--- src/rtl/pc_pkg.sv ---
// ---------------------------------------------------------------------------
// pc_pkg
// Shared definitions for the program-counter unit of the MIPS CPU.
//   - pc_state_e : fetch state (RUN, SLOT, HALTED)
//   - DEFAULT_*  : default WIDTH, RESET_VECTOR, STEP and HALT_ADDR values
// ---------------------------------------------------------------------------
package pc_pkg;

  localparam int          DEFAULT_WIDTH        = 32;
  localparam logic [31:0] DEFAULT_RESET_VECTOR = 32'hBFC0_0000;
  localparam int          DEFAULT_STEP         = 4;
  localparam logic [31:0] DEFAULT_HALT_ADDR    = 32'h0000_0000;

  // RUN    : sequential fetch, redirect requests accepted
  // SLOT   : PCout is the delay-slot instruction, pending target held
  // HALTED : redirected to the halt address, only reset leaves
  typedef enum logic [1:0] {
    RUN    = 2'd0,
    SLOT   = 2'd1,
    HALTED = 2'd2
  } pc_state_e;

endpackage : pc_pkg

--- src/rtl/pc_adder.sv ---
// ---------------------------------------------------------------------------
// pc_adder
// WIDTH-bit incrementer: sum = a + STEP, wrapping modulo 2^WIDTH.
// Ports:
//   a   in  WIDTH  current program counter
//   sum out WIDTH  a + STEP
// ---------------------------------------------------------------------------
module pc_adder
  import pc_pkg::*;
#(
  parameter int WIDTH = DEFAULT_WIDTH,
  parameter int STEP  = DEFAULT_STEP
) (
  input  logic [WIDTH-1:0] a,
  output logic [WIDTH-1:0] sum
);

  localparam logic [WIDTH-1:0] STEP_W = WIDTH'(STEP);

  // Carry out of the top bit is dropped on purpose: the PC wraps.
  assign sum = a + STEP_W;

endmodule : pc_adder

--- src/rtl/pc_unit.sv ---
// ---------------------------------------------------------------------------
// pc_unit
// Program-counter unit: owns the PC register, the sequential +STEP
// increment, a one-instruction branch delay slot and halt detection
// (a redirect to HALT_ADDR stops fetching until reset).
// Ports:
//   clk           in  1      clock, rising edge
//   reset         in  1      synchronous, active-low reset
//   clk_enable    in  1      advance enable; low holds all state
//   jump          in  1      unconditional redirect request
//   jump_target   in  WIDTH  jump destination
//   branch_taken  in  1      conditional branch resolved taken
//   branch_target in  WIDTH  branch destination
//   PCout         out WIDTH  current instruction address
//   PCplus4       out WIDTH  PCout + STEP (combinational)
//   delay_slot    out 1      PCout is a delay-slot instruction
//   active        out 1      unit is fetching (not halted)
//   redirect_err  out 1      one-cycle pulse: request rejected
// ---------------------------------------------------------------------------
module pc_unit
  import pc_pkg::*;
#(
  parameter int          WIDTH        = DEFAULT_WIDTH,
  parameter logic [31:0] RESET_VECTOR = DEFAULT_RESET_VECTOR,
  parameter int          STEP         = DEFAULT_STEP,
  parameter logic [31:0] HALT_ADDR    = DEFAULT_HALT_ADDR
) (
  input  logic             clk,
  input  logic             reset,
  input  logic             clk_enable,
  input  logic             jump,
  input  logic [WIDTH-1:0] jump_target,
  input  logic             branch_taken,
  input  logic [WIDTH-1:0] branch_target,
  output logic [WIDTH-1:0] PCout,
  output logic [WIDTH-1:0] PCplus4,
  output logic             delay_slot,
  output logic             active,
  output logic             redirect_err
);

  localparam logic [WIDTH-1:0] RESET_PC = WIDTH'(RESET_VECTOR);
  localparam logic [WIDTH-1:0] HALT_PC  = WIDTH'(HALT_ADDR);
  localparam logic [WIDTH-1:0] STEP_W   = WIDTH'(STEP);

  pc_state_e        state_q, state_d;
  logic [WIDTH-1:0] pc_q, pc_d;
  logic [WIDTH-1:0] tgt_q, tgt_d;
  logic             delay_slot_q, delay_slot_d;
  logic             active_q, active_d;
  logic             redirect_err_q, redirect_err_d;

  logic [WIDTH-1:0] pc_plus_step;
  logic             req;
  logic [WIDTH-1:0] req_target;
  logic             req_misaligned;

  // Single incrementer shared by the PCplus4 output and the sequential next PC.
  pc_adder #(
    .WIDTH (WIDTH),
    .STEP  (STEP)
  ) u_pc_adder (
    .a   (pc_q),
    .sum (pc_plus_step)
  );

  // Jump has priority over a simultaneously taken branch.
  assign req        = jump | branch_taken;
  assign req_target = jump ? jump_target : branch_target;

  // A target that is not a multiple of STEP cannot be an instruction address.
  assign req_misaligned = ((req_target % STEP_W) != '0);

  always_comb begin
    state_d        = state_q;
    pc_d           = pc_q;
    tgt_d          = tgt_q;
    delay_slot_d   = delay_slot_q;
    active_d       = active_q;
    redirect_err_d = 1'b0;

    if (clk_enable) begin
      unique case (state_q)
        RUN: begin
          pc_d = pc_plus_step;
          if (req) begin
            if (req_misaligned) begin
              redirect_err_d = 1'b1;
            end else begin
              tgt_d   = req_target;
              state_d = SLOT;
            end
          end
        end

        SLOT: begin
          pc_d = tgt_q;
          // A redirect from inside the delay slot is not supported.
          redirect_err_d = req;
          state_d        = (tgt_q == HALT_PC) ? HALTED : RUN;
        end

        HALTED: begin
          pc_d = pc_q;
        end

        default: begin
          state_d = RUN;
        end
      endcase

      delay_slot_d = (state_d == SLOT);
      active_d     = (state_d != HALTED);
    end
  end

  always_ff @(posedge clk) begin
    if (!reset) begin
      state_q        <= RUN;
      pc_q           <= RESET_PC;
      tgt_q          <= '0;
      delay_slot_q   <= 1'b0;
      active_q       <= 1'b1;
      redirect_err_q <= 1'b0;
    end else begin
      state_q        <= state_d;
      pc_q           <= pc_d;
      tgt_q          <= tgt_d;
      delay_slot_q   <= delay_slot_d;
      active_q       <= active_d;
      redirect_err_q <= redirect_err_d;
    end
  end

  assign PCout        = pc_q;
  assign PCplus4      = pc_plus_step;
  assign delay_slot   = delay_slot_q;
  assign active       = active_q;
  assign redirect_err = redirect_err_q;

endmodule : pc_unit

--- config.mk ---
export PLATFORM = sky130hd
export DESIGN_NAME = pc_unit
export DESIGN_NICKNAME = d
export VERILOG_FILES = /design/src/rtl/pc_pkg.sv /design/src/rtl/pc_adder.sv /design/src/rtl/pc_unit.sv
export SDC_FILE = /design/constraint.sdc
export NUM_CORES = 1
export LEC_CHECK = 0
export ABC_AREA = 1
export CAP_MARGIN = 10
export CELL_PAD_IN_SITES_DETAIL_PLACEMENT = 2
export CELL_PAD_IN_SITES_GLOBAL_PLACEMENT = 2
export CORE_MARGIN = 2
export CORE_UTILIZATION = 26
export CTS_BUF_LIST = sky130_fd_sc_hd__clkbuf_16
export CTS_CLUSTER_SIZE = 20
export DETAILED_ROUTE_END_ITERATION = 12
export GPL_TIMING_DRIVEN = 0
export PLACE_DENSITY = 0.86
export SLEW_MARGIN = 25
export SYNTH_ARGS = -nofsm -noshare
export SYNTH_HDL_FRONTEND = slang
export SYNTH_SLANG_ARGS = --single-unit
--- constraint.sdc ---
create_clock -name clk -period 2.06 [get_ports clk]
set_input_delay 0.206 -clock clk [delete_from_list [all_inputs] [get_ports clk]]
set_output_delay 0.206 -clock clk [all_outputs]
set_load 0.05 [all_outputs]
==> results of run 1 <==
## worst paths after layout
kind,end,start,cells after the start
worst min-delay path,redirect_err,jump,3
worst max register to register,PCout[4],PCout[2],8
worst min register to register,delay_slot,delay_slot,2
worst max-delay path,PCplus4[20],PCout[8],7
## cell families after synthesis
logic type               Yosys count
AO/OA/AOI/OAI                    128
XOR/XNOR                          15
adder cells (fa/ha/maj)            1
buffers and inverters             82
flip-flops                        69
multiplexers                      30
AND/OR/NAND/NOR                  243
## per-stage QoR
| step | instances | utilization [%] |
|---|---|---|
| after CTS | 925 | 41.36 |
| after detailed placement | 890 | 37.71 |
| after floorplan | 568 | - |
| after global routing | 940 | 43.08 |
| after global placement | 890 | 37.71 |
| final | 940 | 43.08 |
## report_power, final
group / switching [uW] / internal [uW] / leakage [uW]
clock: 672 / 806 / 0.000129
combinational: 735 / 445 / 0.00206
sequential: 114 / 1410 / 0.000576
total: 1520 / 2660 / 0.00277
## cell usage after synthesis (all sizes together) (6+ instances only)
library cell / number
clkbuf: 11
buf: 16
nor2: 82
inv: 55
nand4: 6
mux2i: 30
xor2: 13
a21oi: 60
nand3: 24
o21ai: 56
dfxtp: 69
nand2: 115
nor3: 12
## flip-flops by register name (all words and copies together), names as in the netlist
name          cells
PCout            32
tgt_q            32
state_q           2
active            1
delay_slot        1
redirect_err      1
## worst max-delay path, cell delays in order (launching register included)
cell     delay (ns)
dfxtp_4        0.41
nand2_1        0.16
nor2_2         0.24
nand2_1        0.11
nor2_1         0.24
nand3_1        0.17
nand2_1        0.16
buf_4          0.22
## metal layers
layer	global-route usage, %	wire, um	vias up
li1	-	-	2231
met2	46.30	11160	175
met3	4.048	961	58
met4	14.29	918	0
met1	28.25	8462	2450
met5	0	0	-
## area by class of cell
class / count / area (um2)
fill: 1706 / 8588
multi-input combinational: 417 / 2613
timing repair buffer: 168 / 1585
sequential: 69 / 1453
tap: 188 / 235.2
clock buffer: 9 / 225.2
inverter: 55 / 211.5
buffer: 27 / 136.4
clock inverter: 7 / 42.54
## timing repair
item | in CTS | in global routing
gates resized for setup | 202 | 73
endpoints found under the setup margin | 29 | 25
setup buffers | 19 | 15
pin swaps | 12 | 20
==> flow_summary.toml, run 1 <==
[pwr]
leakage_uw = 0.002769
ir_worst_vdd_mv = 0.4055
finalPower_uw = 4181
p_per_area_nw_per_um2 = 643.1

[routing]
routed_wl_um = 21500
vias = 4914
drcViolationCount = 0
drt-vias-per-instance = 5.228
first_pass_iters = 5
ant_nets = 0
first_iter_violations = 304
wl_per_cell_um = 22.87

[sta]
worst_pin_slew_ns = 0.7110
whs_ns = 0.3136
setup_slack_ns = -0.1990
fin_crit_sh_pct = 109.7
drv_slew = 0
hold_viol = 0
fin_skew_ns = 0.01430
relSlewSlack_pct = 52.60
fin_crit_ns = 2.259
tns_ns = -0.6508
clock.fmax_mhz = 442.7
finalSetupViolCount = 13
rsz0062_at_grt = "yes"

[synth]
synth-xor-area-share_pct = 3.675
ys_seq_area_share_pct = 34.67
async_reset_ff_share_pct = 0
ys.warnings.count = 0
synth.distinct_cells = 33
synthCells = 568
synthFlopType = "dfxtp_1"
synth_area_leaders = "dfxtp_1 (35%), nand2_1 (10%), mux2i_1 (7.5%)"
synthAdderAreaFrac_pct = 0.3141
synth_top_family_by_area = "simple AND/OR/NAND/NOR gates"
yosys.area.top_type = "dfxtp_1"
syn_area_um2 = 3984
synth_compound_area_share_pct = 17.53
synth_edf_count = 0
synth.top_cell.area_share_pct = 34.67
synth_nets = 638
synth-simple-area-share_pct = 27.67
synthMuxAreaShare_pct = 7.538
ys_ff_latch = 69
synth.avg_cell_area_um2 = 7.014

[layout]
fin_nets = 817
n_antenna_cell = 0
final_area_um2 = 6501
drive_gt1_share_pct = 27.39
area_delta_synth_final_pct = 63.19
final_common_cell = "clkdlybuf4s50_1"
final_cell_mix = "clkdlybuf4s50_1 (105), nand2_1 (90), a21oi_1 (59)"

[placement]
port_buffers = 134
gp_congestion = 0.8603
post-place-ws_ns = -0.4725
dpl.hpwl_um = 14490
place_area_um2 = 5690

[global_routing]
grt_max_degree = 13
grt_pass1_wl_um = 31190
antenna_found_initial = 0
grtUsageTotal_pct = 25.48
grt_pass1_vias = 5526
grt_remaining_overflow = 0

[setup_path]
path_class = "reg -> out"
crit_fanout = 5
crit_path_end_kind = "output pin"
start_kind = "flop"
r2r_slack_ns = 0.12
crit_required_ns = 1.85
crit_arrival_ns = 2.05

[run_status]
violations = "setup timing"
outcome = "complete, but fails checks"

[hold_path]
min_path_type = "in -> reg"

[die]
die_width_um = 127.8
core.rowCount = 45
die_area_um2 = 16330
io_pins = 136
coreArea_um2 = 15090
start_util_pct = 26.40
die_y_um = 127.8

[clock_tree]
cts_inserted_buffers = 9
clk_pin_slew_ns = 0.07
cts_hold_buf = 0
clock_sinks = 69
clock_latency_ns = 0.36
cts_tree = "yes"
clockBufferDepth = 2
cts_root_buf = "clkbuf_16"
htree_levels = 3

[run]
drv_cap = 0
No activity file was read; power rests on OpenSTA's default activity.
==> run 2: changes to the inputs <==
--- a/config.mk
+++ b/config.mk
@@ -9,7 +9,7 @@
 export CAP_MARGIN = 10
 export CELL_PAD_IN_SITES_DETAIL_PLACEMENT = 2
 export CELL_PAD_IN_SITES_GLOBAL_PLACEMENT = 2
-export CORE_MARGIN = 2
+export CORE_MARGIN = 5
 export CORE_UTILIZATION = 26
 export CTS_BUF_LIST = sky130_fd_sc_hd__clkbuf_16
 export CTS_CLUSTER_SIZE = 20
==> run 2 against run 1 <==
Effect of this change: combinational power is essentially flat; routed wire length grew 7.1%; hold slack lost 0.052 ns; the flow still finishes with violations (setup timing); critical endpoint is now PCplus4[12].
==> flow_summary.toml, run 2 (synthesis gave the netlist of run 1 again) <==
[run_status]
outcome = "complete, but fails checks"
violations = "setup timing"

[layout]
final_area_um2 = 6480
area_delta_synth_final_pct = 62.66
final_cell_mix = "clkdlybuf4s50_1 (105), nand2_1 (95), a21oi_1 (59)"
n_antenna_cell = 0
drive_gt1_share_pct = 26.07
final_common_cell = "clkdlybuf4s50_1"
fin_nets = 813
fillers = 1709
fin_cells = 936

[routing]
routed_wl_um = 23030
first_pass_iters = 4
ant_nets = 0
vias = 4986
wl_per_cell_um = 24.60
drt-vias-per-instance = 5.327
drcViolationCount = 0
first_iter_violations = 329

[setup_path]
start_kind = "flop"
crit_path_end_kind = "output pin"
crit_fanout = 5
crit_arrival_ns = 2.02
crit_required_ns = 1.85
path_class = "reg -> out"

[sta]
relSlewSlack_pct = 52.43
worst_pin_slew_ns = 0.7135
whs_ns = 0.2614
fin_crit_ns = 2.221
drv_slew = 0
clock.fmax_mhz = 450.2
fin_skew_ns = 0.01372
finalSetupViolCount = 11
setup_slack_ns = -0.1614
fin_crit_sh_pct = 107.8
rsz0062_at_grt = "yes"
tns_ns = -0.8726
hold_viol = 0

[placement]
place_area_um2 = 5690
dpl.hpwl_um = 14760
port_buffers = 134
dp_cells = 890
gp_congestion = 0.9193

[pwr]
p_per_area_nw_per_um2 = 686.5
leakage_uw = 0.002762
ir_worst_vdd_mv = 0.3944

[clock_tree]
cts_root_buf = "clkbuf_16"
clock_sinks = 69
cts_inserted_buffers = 9
clk_pin_slew_ns = 0.07
htree_levels = 3
cts_tree = "yes"
clock_latency_ns = 0.36
clockBufferDepth = 2

[die]
die_area_um2 = 17900
io_pins = 136
start_util_pct = 26.40
die_y_um = 133.8
die_width_um = 133.8
coreArea_um2 = 15090
core.rowCount = 45

[global_routing]
grt_pass1_wl_um = 31800
grt_remaining_overflow = 0
grt_pass1_vias = 5485
grt_max_degree = 12
antenna_found_initial = 0
grtUsageTotal_pct = 23.19

[run]
drv_cap = 0

[hold_path]
min_path_type = "in -> reg"
## run 2: path summary, 6_finish.rpt
path	start	cells after the start	endpoint	slack (ns)
worst max-delay path	PCout[2]	9	PCplus4[12]	-0.16
worst min-delay path	jump	3	redirect_err	0.26
worst max register to register	state_q[0]	8	PCout[16]	0
worst min register to register	delay_slot	2	delay_slot	0.48
## run 2: timing repair
action / in CTS / in global routing
gates resized for setup: 202 / 57
pin swaps: 8 / 17
endpoints found under the setup margin: 29 / 25
endpoints found under the hold margin: 0 / 0
hold buffers: 0 / 0
setup buffers: 12 / 18
## run 2: critical path, cell delays in order, from the launching register on
cell	delay (ns)
dfxtp_4	0.38
buf_6	0.11
ha_4	0.14
nand3_4	0.11
inv_2	0.10
nand2_4	0.11
nor2_4	0.20
buf_6	0.15
xor2_4	0.17
buf_6	0.18
## run 2: per-layer routing
metal / track usage [%] / vias up / share of wire (%)
li1: - / 2225 / -
met1: 25.82 / 2473 / 38
met2: 42.62 / 214 / 52
met3: 4.239 / 74 / 5.6
met4: 10.80 / 0 / 5.0
met5: 0 / - / 0
## run 2: area by class of cell
class / count / area (um2) / area share, %
multi-input cells: 417 / 2590 / 39.97
inverters: 55 / 210.2 / 3.244
repair buffers: 164 / 1548 / 23.88
well taps: 188 / 235.2 / 3.630
clock inverters: 7 / 82.58 / 1.274
flip-flops and latches: 69 / 1453 / 22.42
clock buffers: 9 / 225.2 / 3.476
plain buffers: 27 / 136.4 / 2.105
## run 2: power breakdown
group          switching (uW)  internal (uW)  leakage [uW]
registers                 114           1410      0.000576
logic                     749            442       0.00203
clock network             688           1050      0.000153
total                    1550           2900       0.00276
## run 2: metrics by stage
stage / total power [uW] / setup slack [ns] / util (%)
after floorplan: 2153 / -0.01448 / -
after global placement: 2583 / -0.4709 / 37.71
after detailed placement: 2627 / -0.4993 / 37.71
after CTS: 4324 / -0.08025 / 41.06
after global routing: 4589 / -0.1942 / 42.94
final: 4449 / -0.1614 / 42.94
==> run 3: changes to the inputs <==
--- a/config.mk
+++ b/config.mk
@@ -10,13 +10,14 @@
 export CELL_PAD_IN_SITES_DETAIL_PLACEMENT = 2
 export CELL_PAD_IN_SITES_GLOBAL_PLACEMENT = 2
 export CORE_MARGIN = 5
-export CORE_UTILIZATION = 26
-export CTS_BUF_LIST = sky130_fd_sc_hd__clkbuf_16
+export CORE_UTILIZATION = 27
+export CTS_BUF_LIST = sky130_fd_sc_hd__clkbuf_4 sky130_fd_sc_hd__clkbuf_8
 export CTS_CLUSTER_SIZE = 20
 export DETAILED_ROUTE_END_ITERATION = 12
 export GPL_TIMING_DRIVEN = 0
-export PLACE_DENSITY = 0.86
+export PLACE_DENSITY = 0.89
 export SLEW_MARGIN = 25
 export SYNTH_ARGS = -nofsm -noshare
 export SYNTH_HDL_FRONTEND = slang
 export SYNTH_SLANG_ARGS = --single-unit
+export TNS_END_PERCENT = 10
==> run 3 against run 2 <==
Effect of this change: the flow still finishes with violations (setup timing); die area shrank 3.4%; first-iteration DRC count shrank 26%; worst setup slack lost 0.025 ns; largest power group is now sequential cells; clock skew shrank 0.00068 ns; routed wire length shrank 4.2%; cell count shrank 1.9%; global-route usage shrank 1.5 points; cell area shrank 4.0%; via count shrank 1.2%; sequential power is essentially flat; critical path depth shrank 1; critical path type unchanged.
==> flow_summary.toml, run 3 (synthesis gave the netlist of run 1 again) <==
[pwr]
p_int_uw = 2395
p_per_area_nw_per_um2 = 618.9
combPwrFrac_pct = 30.2
p_sw_uw = 1454
p_clk_share_pct = 30.1
finalPower_uw = 3849
seqPwrFrac_pct = 39.7
swShare_pct = 37.77
leakage_uw = 0.002619
ir_worst_vdd_mv = 0.2702

[sta]
fin_skew_ns = 0.01304
tns_ns = -0.7517
drv_slew = 0
setup_slack_ns = -0.1866
clock.fmax_mhz = 445.1
fin_crit_ns = 2.247
finalSetupViolCount = 9
hold_viol = 0
rsz0062_at_grt = "yes"
worst_pin_slew_ns = 0.7360
fin_crit_sh_pct = 109.1
relSlewSlack_pct = 50.93

[clock_tree]
cts_hold_buf = 0
clock_latency_ns = 0.38
cts_inserted_buffers = 9
cts_root_buf = "clkbuf_8"
clk_pin_slew_ns = 0.09
htree_levels = 3
cts_tree = "yes"
clockBufferDepth = 2
clock_sinks = 69

[global_routing]
grt_max_degree = 13
antenna_found_initial = 0
grt_pass1_wl_um = 29770
grt_pass1_vias = 5437
grt_remaining_overflow = 0
grtUsageTotal_pct = 21.67

[layout]
fin_nets = 799
fin_cells = 918
final_common_cell = "clkdlybuf4s50_1"
area_delta_synth_final_pct = 56.09
final_cell_mix = "clkdlybuf4s50_1 (105), nand2_1 (95), a21oi_1 (59)"
post-route-util_pct = 42.95
n_antenna_cell = 0
drive_gt1_share_pct = 24.39

[run_status]
outcome = "complete, but fails checks"
violations = "setup timing"

[routing]
drcViolationCount = 0
routed_wl_um = 22060
ant_nets = 0
wl_per_cell_um = 24.03
vias = 4926
first_iter_violations = 244
drt-vias-per-instance = 5.366
first_pass_iters = 5

[die]
core.rowCount = 44
die_area_um2 = 17280
coreArea_um2 = 14480
io_pins = 136
die_y_um = 131.5
die_width_um = 131.5
start_util_pct = 27.51

[setup_path]
r2r-end = "PCout[16]"
crit_path_cell_trace = "nand2_1 -> nor2_2 -> nand2_1 -> nor2_1 -> nand2_1 -> nand2_1 -> nand2_2 -> buf_8"
crit_fanout = 6
reg2reg_from = "state_q[0]"
start_kind = "flop"
path_class = "reg -> out"
path_buf_inv = 1
path_common_cell = "nand2_1"
crit_path_end_kind = "output pin"
r2r_slack_ns = 0.07
crit_arrival_ns = 2.04
r2r_cells = 8
slowest_stage = "dfxtp_4"
cp_slowest_stage_delay_ns = 0.42
critical-path-top-delay-family = "simple AND/OR/NAND/NOR gates"
crit_required_ns = 1.85

[hold_path]
hold_end = "redirect_err"
holdPathStages = 3
min_path_type = "in -> reg"
hp-start = "jump"

[placement]
dp_cells = 886
gp_congestion = 0.9022
port_buffers = 134
dpl.hpwl_um = 14850

[run]
drv_cap = 0
==> run 3: cell count changes in the layout (fill, tap and decap cells not counted), sizes merged, moves of 2 or more <==
cell           change
clkinv             +3
clkbuf             +2
clkdlybuf4s15      +2
buf               -18
==> run 3: power groups by stage <==
stage	combinational [uW]	clock [uW]	sequential [uW]
2_1_floorplan	489	0	1660
3_3_place_gp	1040	0	1540
3_5_place_dp	1070	0	1550
4_1_cts	1080	1160	1530
5_1_grt	1220	1220	1530
6_report	1160	1160	1530
==> run 3: cell type report <==
cell class	count	area (um2)
sequential	69	1453
clock buffer	9	123.9
fill	1640	8260
multi-input combinational	417	2552
buffer	27	136.4
inverter	55	209.0
tap	184	230.2
clock inverter	7	66.31
timing repair buffer	150	1448
==> run 3: per-layer routing <==
layer	track usage (%)	wire, um	vias to the layer above
met2	39.53	11430	216
met5	0	0	-
met4	9.657	882	0
li1	-	-	2199
met3	3.976	1096	61
met1	24.44	8651	2450
==> run 3: worst min-delay path: stages <==
cell and delay (ns):
buf_2 0.16, o21ai_2 0.11, nor2_1 0.11
==> run 3: worst max-delay path by stage <==
stage                     startpoint     endpoint  slack [ns]  cells past startpoint
after floorplan            PCout[17]    PCout[18]       -0.02                      7
after global placement      PCout[2]  PCplus4[28]       -0.46                      8
after detailed placement   PCout[17]  PCplus4[18]       -0.52                      6
after CTS                  PCout[14]  PCplus4[20]       -0.03                      7
after global routing       PCout[15]  PCplus4[28]       -0.20                      8
final                      PCout[15]  PCplus4[28]       -0.19                      8
==> run 3: repair_timing <==
action,in CTS,in global routing
endpoints found under the setup margin,29,26
resized for setup,194,50
pin swaps,6,13
setup buffers,2,14
==> run 3: stage by stage <==
step                hold WS [ns]  worst slack [ns]  cell area [um2]
finish                    0.2593           -0.1866             6218
global route              0.2989           -0.2035             6218
CTS                       0.2969          -0.03210             5972
detailed placement        0.4647           -0.5176             5682
global placement          0.4557           -0.4600             5682
floorplan                 0.3471          -0.02356             4110
